## config.mk

```make
export PLATFORM = sky130hd
export DESIGN_NAME = branch_history_ctrl
export DESIGN_NICKNAME = d
export VERILOG_FILES = /design/src/rtl/branch_history_ctrl.sv
export SDC_FILE = /design/constraint.sdc
export NUM_CORES = 1
export LEC_CHECK = 0
export CAP_MARGIN = 20
export CORE_MARGIN = 2
export CORE_UTILIZATION = 36
export DETAILED_ROUTE_END_ITERATION = 12
export PLACE_DENSITY = 0.76
export SKIP_CTS_REPAIR_TIMING = 1
export SYNTH_ARGS = -nofsm -noshare
export SYNTH_HDL_FRONTEND = slang
export SYNTH_SLANG_ARGS = --single-unit
```

## constraint.sdc

```tcl
create_clock -name clock -period 2.4 [get_ports clock]
set_input_delay 0.36 -clock clock [delete_from_list [all_inputs] [get_ports clock]]
set_output_delay 0.36 -clock clock [all_outputs]
set_load 0.02 [all_outputs]
```

## src/rtl/branch_history_ctrl.sv

```systemverilog
// Speculative global-history controller for the ordered branch-history queue; BH_CTRL_STATS_EN adds saturating stat counters.
// Latency: obq_* and fetch_stall are combinational from inputs and current state; GHR/tag updates land next cycle.
// Backpressure: fetch_stall while the queue is full, during the one-cycle RECOVER, or on a same-cycle mispredict.
module branch_history_ctrl #(
    parameter int BH_WIDTH  = 8,
    parameter int TAG_WIDTH = 4
) (
    input  logic                 clock,
    input  logic                 reset,

    input  logic                 fetch_br_valid,
    input  logic                 fetch_br_pred_taken,
    output logic                 fetch_stall,
    output logic [TAG_WIDTH-1:0] fetch_br_tag,
    output logic [BH_WIDTH-1:0]  fetch_ghr,

    input  logic                 ex_br_valid,
    input  logic                 ex_br_mispredict,
    input  logic                 ex_br_taken,
    input  logic [TAG_WIDTH-1:0] ex_br_tag,
    input  logic [BH_WIDTH-1:0]  ex_br_history,

    input  logic                 rt_br_valid,
    input  logic [TAG_WIDTH-1:0] rt_br_tag,

    output logic                 obq_write_en,
    output logic [BH_WIDTH-1:0]  obq_bh_row,
    output logic                 obq_clear_en,
    output logic [TAG_WIDTH-1:0] obq_clear_index,
    output logic                 obq_shift_en,
    output logic [TAG_WIDTH-1:0] obq_shift_index
`ifdef BH_CTRL_STATS_EN
    ,
    output logic [15:0]          stat_pushes,
    output logic [15:0]          stat_mispredicts
`endif
);

    typedef enum logic {
        NORMAL  = 1'b0,
        RECOVER = 1'b1
    } state_t;

    state_t               state;
    logic [BH_WIDTH-1:0]  ghr;
    logic [TAG_WIDTH-1:0] head_tag;
    logic [TAG_WIDTH-1:0] tail_tag;

    logic [TAG_WIDTH-1:0] occupancy;
    logic                 full;
    logic                 mispredict_now;
    logic                 stall_int;
    logic                 push_now;
    logic [TAG_WIDTH-1:0] clear_tag;
    logic [TAG_WIDTH-1:0] retire_next_head;
    logic                 unused_hist_msb;

    // The oldest history bit falls off the end when the resolved history is re-shifted.
    assign unused_hist_msb = ex_br_history[BH_WIDTH-1];

    assign occupancy        = tail_tag - head_tag;
    assign full             = (occupancy == {TAG_WIDTH{1'b1}});
    assign mispredict_now   = ex_br_valid & ex_br_mispredict;
    assign stall_int        = full | (state == RECOVER) | mispredict_now;
    assign push_now         = fetch_br_valid & ~stall_int & ~reset;
    assign clear_tag        = ex_br_tag + TAG_WIDTH'(1);
    assign retire_next_head = rt_br_tag + TAG_WIDTH'(1);

    // Everything towards the queue and fetch is forced quiet while reset is held,
    // since the queue-side inputs may still be toggling.
    always_comb begin
        fetch_stall     = 1'b0;
        obq_write_en    = 1'b0;
        obq_clear_en    = 1'b0;
        obq_clear_index = '0;
        obq_shift_en    = 1'b0;
        obq_shift_index = '0;
        if (!reset) begin
            fetch_stall     = stall_int;
            obq_write_en    = push_now;
            obq_clear_en    = mispredict_now;
            obq_clear_index = clear_tag;
            obq_shift_en    = rt_br_valid;
            obq_shift_index = rt_br_tag;
        end
    end

    assign obq_bh_row   = ghr;
    assign fetch_ghr    = ghr;
    assign fetch_br_tag = tail_tag;

    always_ff @(posedge clock or posedge reset) begin
        if (reset) begin
            state    <= NORMAL;
            ghr      <= '0;
            head_tag <= '0;
            tail_tag <= '0;
        end else begin
            // A mispredict wins over any push in the same cycle; the push is already stalled.
            if (mispredict_now) begin
                ghr      <= {ex_br_history[BH_WIDTH-2:0], ex_br_taken};
                tail_tag <= clear_tag;
                state    <= RECOVER;
            end else begin
                state <= NORMAL;
                if (push_now) begin
                    ghr      <= {ghr[BH_WIDTH-2:0], fetch_br_pred_taken};
                    tail_tag <= tail_tag + TAG_WIDTH'(1);
                end
            end
            if (rt_br_valid) begin
                head_tag <= retire_next_head;
            end
        end
    end

`ifdef BH_CTRL_STATS_EN
    always_ff @(posedge clock or posedge reset) begin
        if (reset) begin
            stat_pushes      <= '0;
            stat_mispredicts <= '0;
        end else begin
            if (push_now && (stat_pushes != 16'hFFFF)) begin
                stat_pushes <= stat_pushes + 16'd1;
            end
            if (mispredict_now && (stat_mispredicts != 16'hFFFF)) begin
                stat_mispredicts <= stat_mispredicts + 16'd1;
            end
        end
    end
`endif

endmodule

```

# [Word-level counts from Yosys, hierarchy flattened]
# Cells that the tools add are included.
[totals] reg_bits=17 in_bits=24 word_cells=28
[op_classes] add_sub_neg=4 eq_ne=1 mux=11 n_bitwise=7 reduce_logical=1
[op_table] op="4-bit 2-to-1 mux" count=4
[op_table] op="8-bit 2-to-1 mux" count=2
[op_table] op="4-bit by 1-bit adder with 4-bit output, second input constant" count=3
[op_table] op="1-bit 2-to-1 mux" count=5
[op_table] op="4-bit equality test, second input constant" count=1
[op_table] op="4-bit subtractor" count=1
[op_table] op="1-bit AND" count=3
[op_table] op="1-bit inverter" count=2
[op_table] op="1-bit bitwise OR" count=2
[op_table] op="2-bit nonzero test" count=1

# [Depth between registers and ports, before layout]
[depth] depth_word=9 ltp_mapped=11

# [Worst setup path after synthesis]
# No wires, ideal clock.
[synth_timing] path_kind="flip-flop to output port" start="register tail_tag[2], in the netlist fetch_br_tag[2]" end="output port obq_write_en" t_arrival_ns=2.323 slack_ns=-0.283 stages_incl_launch_ff=8 cell_sequence="dfrtp_1 > ha_1 > and3b_1 > or3_1 > and3_1 > buf_6 > buf_2 > nor3_1"
[synth_between] elab_chain_cells=8
[synth_rtl] element="from (decl)" line="47" rtl="logic [TAG_WIDTH-1:0] tail_tag;"
[synth_rtl] element="from (signal assigned)" line="102" rtl="tail_tag <= clear_tag;"
[synth_rtl] element="from (signal assigned)" line="108" rtl="tail_tag <= tail_tag + TAG_WIDTH'(1);"
[synth_rtl] element="4-bit subtractor" line="61" rtl="assign occupancy = tail_tag - head_tag;"
[synth_rtl] element="4-bit equality test" line="62" rtl="assign full = (occupancy == {TAG_WIDTH{1'b1}});"
[synth_rtl] element="1-bit bitwise OR (2 in series)" line="64" rtl="assign stall_int = full | (state == RECOVER) | mispredict_now;"
[synth_rtl] element="1-bit inverter" line="65" rtl="assign push_now = fetch_br_valid & ~stall_int & ~reset;"
[synth_rtl] element="1-bit AND (2 in series)" line="65"
[synth_rtl] element="1-bit 2-to-1 mux" line="78" rtl="if (!reset) begin"
[synth_rtl] element="to (decl)" line="26" rtl="output logic obq_write_en,"
# No other way between the ends.

# [Worst setup path after layout]
[layout_timing] start="register tail_tag[0], in the netlist fetch_br_tag[0]" end="output port fetch_stall"
[layout_between] elab_chain_cells=5
[layout_rtl] element="4-bit subtractor" line="61"
[layout_rtl] element="4-bit equality test" line="62"
[layout_rtl] element="1-bit bitwise OR (2 in series)" line="64"
[layout_rtl] element="1-bit 2-to-1 mux" line="78"
[layout_rtl] element="to (decl)" line="13" rtl="output logic fetch_stall,"
# No other way between the ends.

==> flow_metrics.tcl <==
set metrics [dict create \
    run_status "finished, violations left" \
    timing.final.hold_violations 0 \
    portion_of_the_post_synthesis_area_used_by_sequential_elements_pct 37.40 \
    globalRoute.totalOverflow 0 \
    cts.sinks 17 \
    hold_class "input port to asynchronous set/reset pin" \
    synth_area_um2 1137 \
    start_util_pct 37.56 \
    cts_tree "done" \
    clockBufferDepth 2 \
    clkTransAtPathRegs_ns 0.11 \
    floorplan.io_pins 56 \
    endpoint_kind "primary output" \
    place.port_buffers 54 \
    dieWidth_um 60.21 \
    fp.dieArea_um2 3625 \
    slew_viol_final 0 \
    ir_worst_vdd_uv 267.3 \
    worstSkewPairLatency_ns 0.30 \
    layout-drive-gt1-share_pct 19.70 \
    initialDrtViolationCount 39 \
    synth.ff_latch_count 17 \
    via_per_inst 5.091 \
    fin_cells 242 \
    r2r-end "fetch_br_tag[2]" \
    synth.avg_cell_area_um2 8.425 \
    wl_per_cell_um 13.73 \
    dp_cells 237 \
    endpoint_arrival_time_on_the_critical_path_ns 2.16 \
    final_net_count 230 \
    failing_checks "DRC, setup timing" \
    global_route_wire_length_before_repair_um 5244 \
    grt_start_max_net_pins 19 \
    crit_path_start_kind "flip-flop" \
    holdWs_ns 0.4643 \
    layout_setup_ws_ns -0.1203 \
    antennaDiodeCount 0 \
    fp-row-count 20 \
    drc 1 \
    antenna_violations_before_repair 0 \
    design.core.area_um2 3028 \
    cts_max_level 1 \
    post-dp-hpwl_um 2489 \
    detail_route.first_pass.iterations 9 \
    criticalPathCategory "flip-flop to primary output" \
    detailedPlace.worstSlack_ns -0.3641 \
    yosys_warnings 0 \
    power_leakage_nw 0.7897 \
    detail-route-antenna-nets 0 \
    finalWorstPathRequiredPeriod_ns 2.520 \
    worst_r2r_startpoint "fetch_br_tag[1]" \
    report.final.setup_viol 4 \
    worst-r2r-cell-count 7 \
    post_synth_inst_count 135 \
    ys_types 32 \
    totalNegativeSetupSlack_ns -0.3359 \
    route.vias.total 1232 \
    layout_worst_path_cycle_share_pct 105.0 \
    clock_skew_ns 0.008564 \
    fp.dieH_um 60.21 \
    gp_congestion 0.8737 \
    synthesis.nets 166 \
    cts-buffers-inserted 3 \
    max_cap_violations 0 \
    synth-main-ff-cell "sky130_fd_sc_hd__dfrtp_1" \
    wirelength_routed_um 3322 \
    flow.area_growth_from_synthesis_pct 65.90 \
    synthArstFlopShare_pct 100.0 \
    grt_pass1_vias 1171 \
    edff_count_synth 0 \
    cts.root.buffer_cell "sky130_fd_sc_hd__clkbuf_4" \
    max_slew.worst_pin.slew_ns 0.3802 \
    grt_use_total_pct 19.06 \
    power_density_nw_per_um2 685.6 \
    timing.critical_path.required_ns 2.04 \
    maxClockFrequency_mhz 396.8 \
    timing.reg2reg.setup_slack_ns -0.07 \
    max_slew_headroom_pct 74.38 \
    n_fill_cell 244 \
    rsz0062_at_grt "true" \
    critical_path_peak_fanout 2 \
]
cells in the mapped netlist, types with 3 or more instances:
cell	n	area share [%]
sky130_fd_sc_hd__dfrtp_1	17	37
sky130_fd_sc_hd__nor2_1	16	5.3
sky130_fd_sc_hd__a21oi_1	12	5.3
sky130_fd_sc_hd__a31oi_1	11	6.1
sky130_fd_sc_hd__buf_4	8	5.3
sky130_fd_sc_hd__inv_1	8	2.6
sky130_fd_sc_hd__clkbuf_1	6	2.0
sky130_fd_sc_hd__ha_1	6	6.6
sky130_fd_sc_hd__nor2b_1	6	3.3
sky130_fd_sc_hd__o21ai_1	6	2.6
sky130_fd_sc_hd__nand3_1	5	2.2
sky130_fd_sc_hd__o21ai_0	5	2.2
sky130_fd_sc_hd__nand2_1	3	0.99
sky130_fd_sc_hd__xnor2_1	3	2.3
sky130_fd_sc_hd__xor2_1	3	2.3
through the flow:
stage | total power [mW] | utilization, % | instance area, um^2
floorplan | 0.7793 | - | 1164
global placement | 1.060 | 59.92 | 1814
detailed placement | 1.084 | 59.92 | 1814
CTS | 1.243 | 60.83 | 1842
global route | 1.375 | 62.31 | 1887
finish | 1.294 | 62.31 | 1887
cell families (layout without fill, tap and decap cells):
logic type,count (synthesis),count (layout),share of synthesized area [%]
fa+ha+maj,7,7,8.361
flops,17,17,37.40
xor+xnor,6,6,4.621
simple gates,40,40,17.60
buf+inv,25,88,11.66
compound gates,40,40,20.35
routing by layer:
layer / vias to the layer above / global-route usage [%] / share of wire (%)
met5: - / 0 / 0
met2: 43 / 30.90 / 53
li1: 590 / - / -
met3: 8 / 1.082 / 4.6
met1: 591 / 26.01 / 41
met4: 0 / 8.571 / 1.8
registers in the layout (all words and copies together), names as in the netlist:
name          flops
head_tag          4
fetch_br_tag      4
fetch_ghr         8
state             1
power by group:
part | switching, mW | leakage, nW | internal [mW]
clock network | 0.101 | 0.0177 | 0.0622
registers | 0.0494 | 0.194 | 0.340
logic | 0.363 | 0.578 | 0.379
total | 0.513 | 0.790 | 0.781
final cells by class:
class                           count  area, um^2  share of cell area (%)
Clock buffer                        3       22.52                   1.194
Clock inverter                      1       5.005                  0.2653
Inverter                            8       30.03                   1.592
Multi-Input combinational cell     93       643.1                   34.08
Sequential cell                    17       426.7                   22.61
Tap cell                           44       55.05                   2.918
Timing Repair Buffer               76       704.4                   37.33
critical path, stage by stage (launching register included):
cell,delay [ns]
sky130_fd_sc_hd__dfrtp_1,0.40
sky130_fd_sc_hd__inv_2,0.08
sky130_fd_sc_hd__ha_4,0.13
sky130_fd_sc_hd__inv_2,0.04
sky130_fd_sc_hd__fa_2,0.36
sky130_fd_sc_hd__xnor2_2,0.15
sky130_fd_sc_hd__nor3b_2,0.23
sky130_fd_sc_hd__nand3_2,0.13
sky130_fd_sc_hd__a31oi_4,0.21
sky130_fd_sc_hd__buf_6,0.14
placed cells by master (no fill, tap or decap), drive strengths merged:
cell,n
clkdlybuf4s50,52
buf,24
dfrtp,17
nor2,16
a21oi,12
a31oi,11
o21ai,11
inv,8
nor2b,6
ha,6
nand3,5
nand2,3
xor2,3
clkbuf,3
xnor2,3
o31a,2
o211ai,2
and3,2
nor3b,1
and3b,1
a21o,1
or3,1
o31ai,1
or4,1
nor4,1
and2,1
nor3,1
nand4,1
fa,1
clkinv,1
worst max path at each step:
stage	startpoint	endpoint	slack, ns
floorplan	fetch_br_tag[2]	obq_write_en	-0.005
global placement	fetch_br_tag[0]	fetch_stall	-0.25
detailed placement	fetch_br_tag[0]	fetch_stall	-0.36
CTS	fetch_br_tag[0]	fetch_stall	-0.69
global route	fetch_br_tag[0]	fetch_stall	-0.20
finish	fetch_br_tag[0]	fetch_stall	-0.12
No activity file was read; power rests on OpenSTA's default activity.
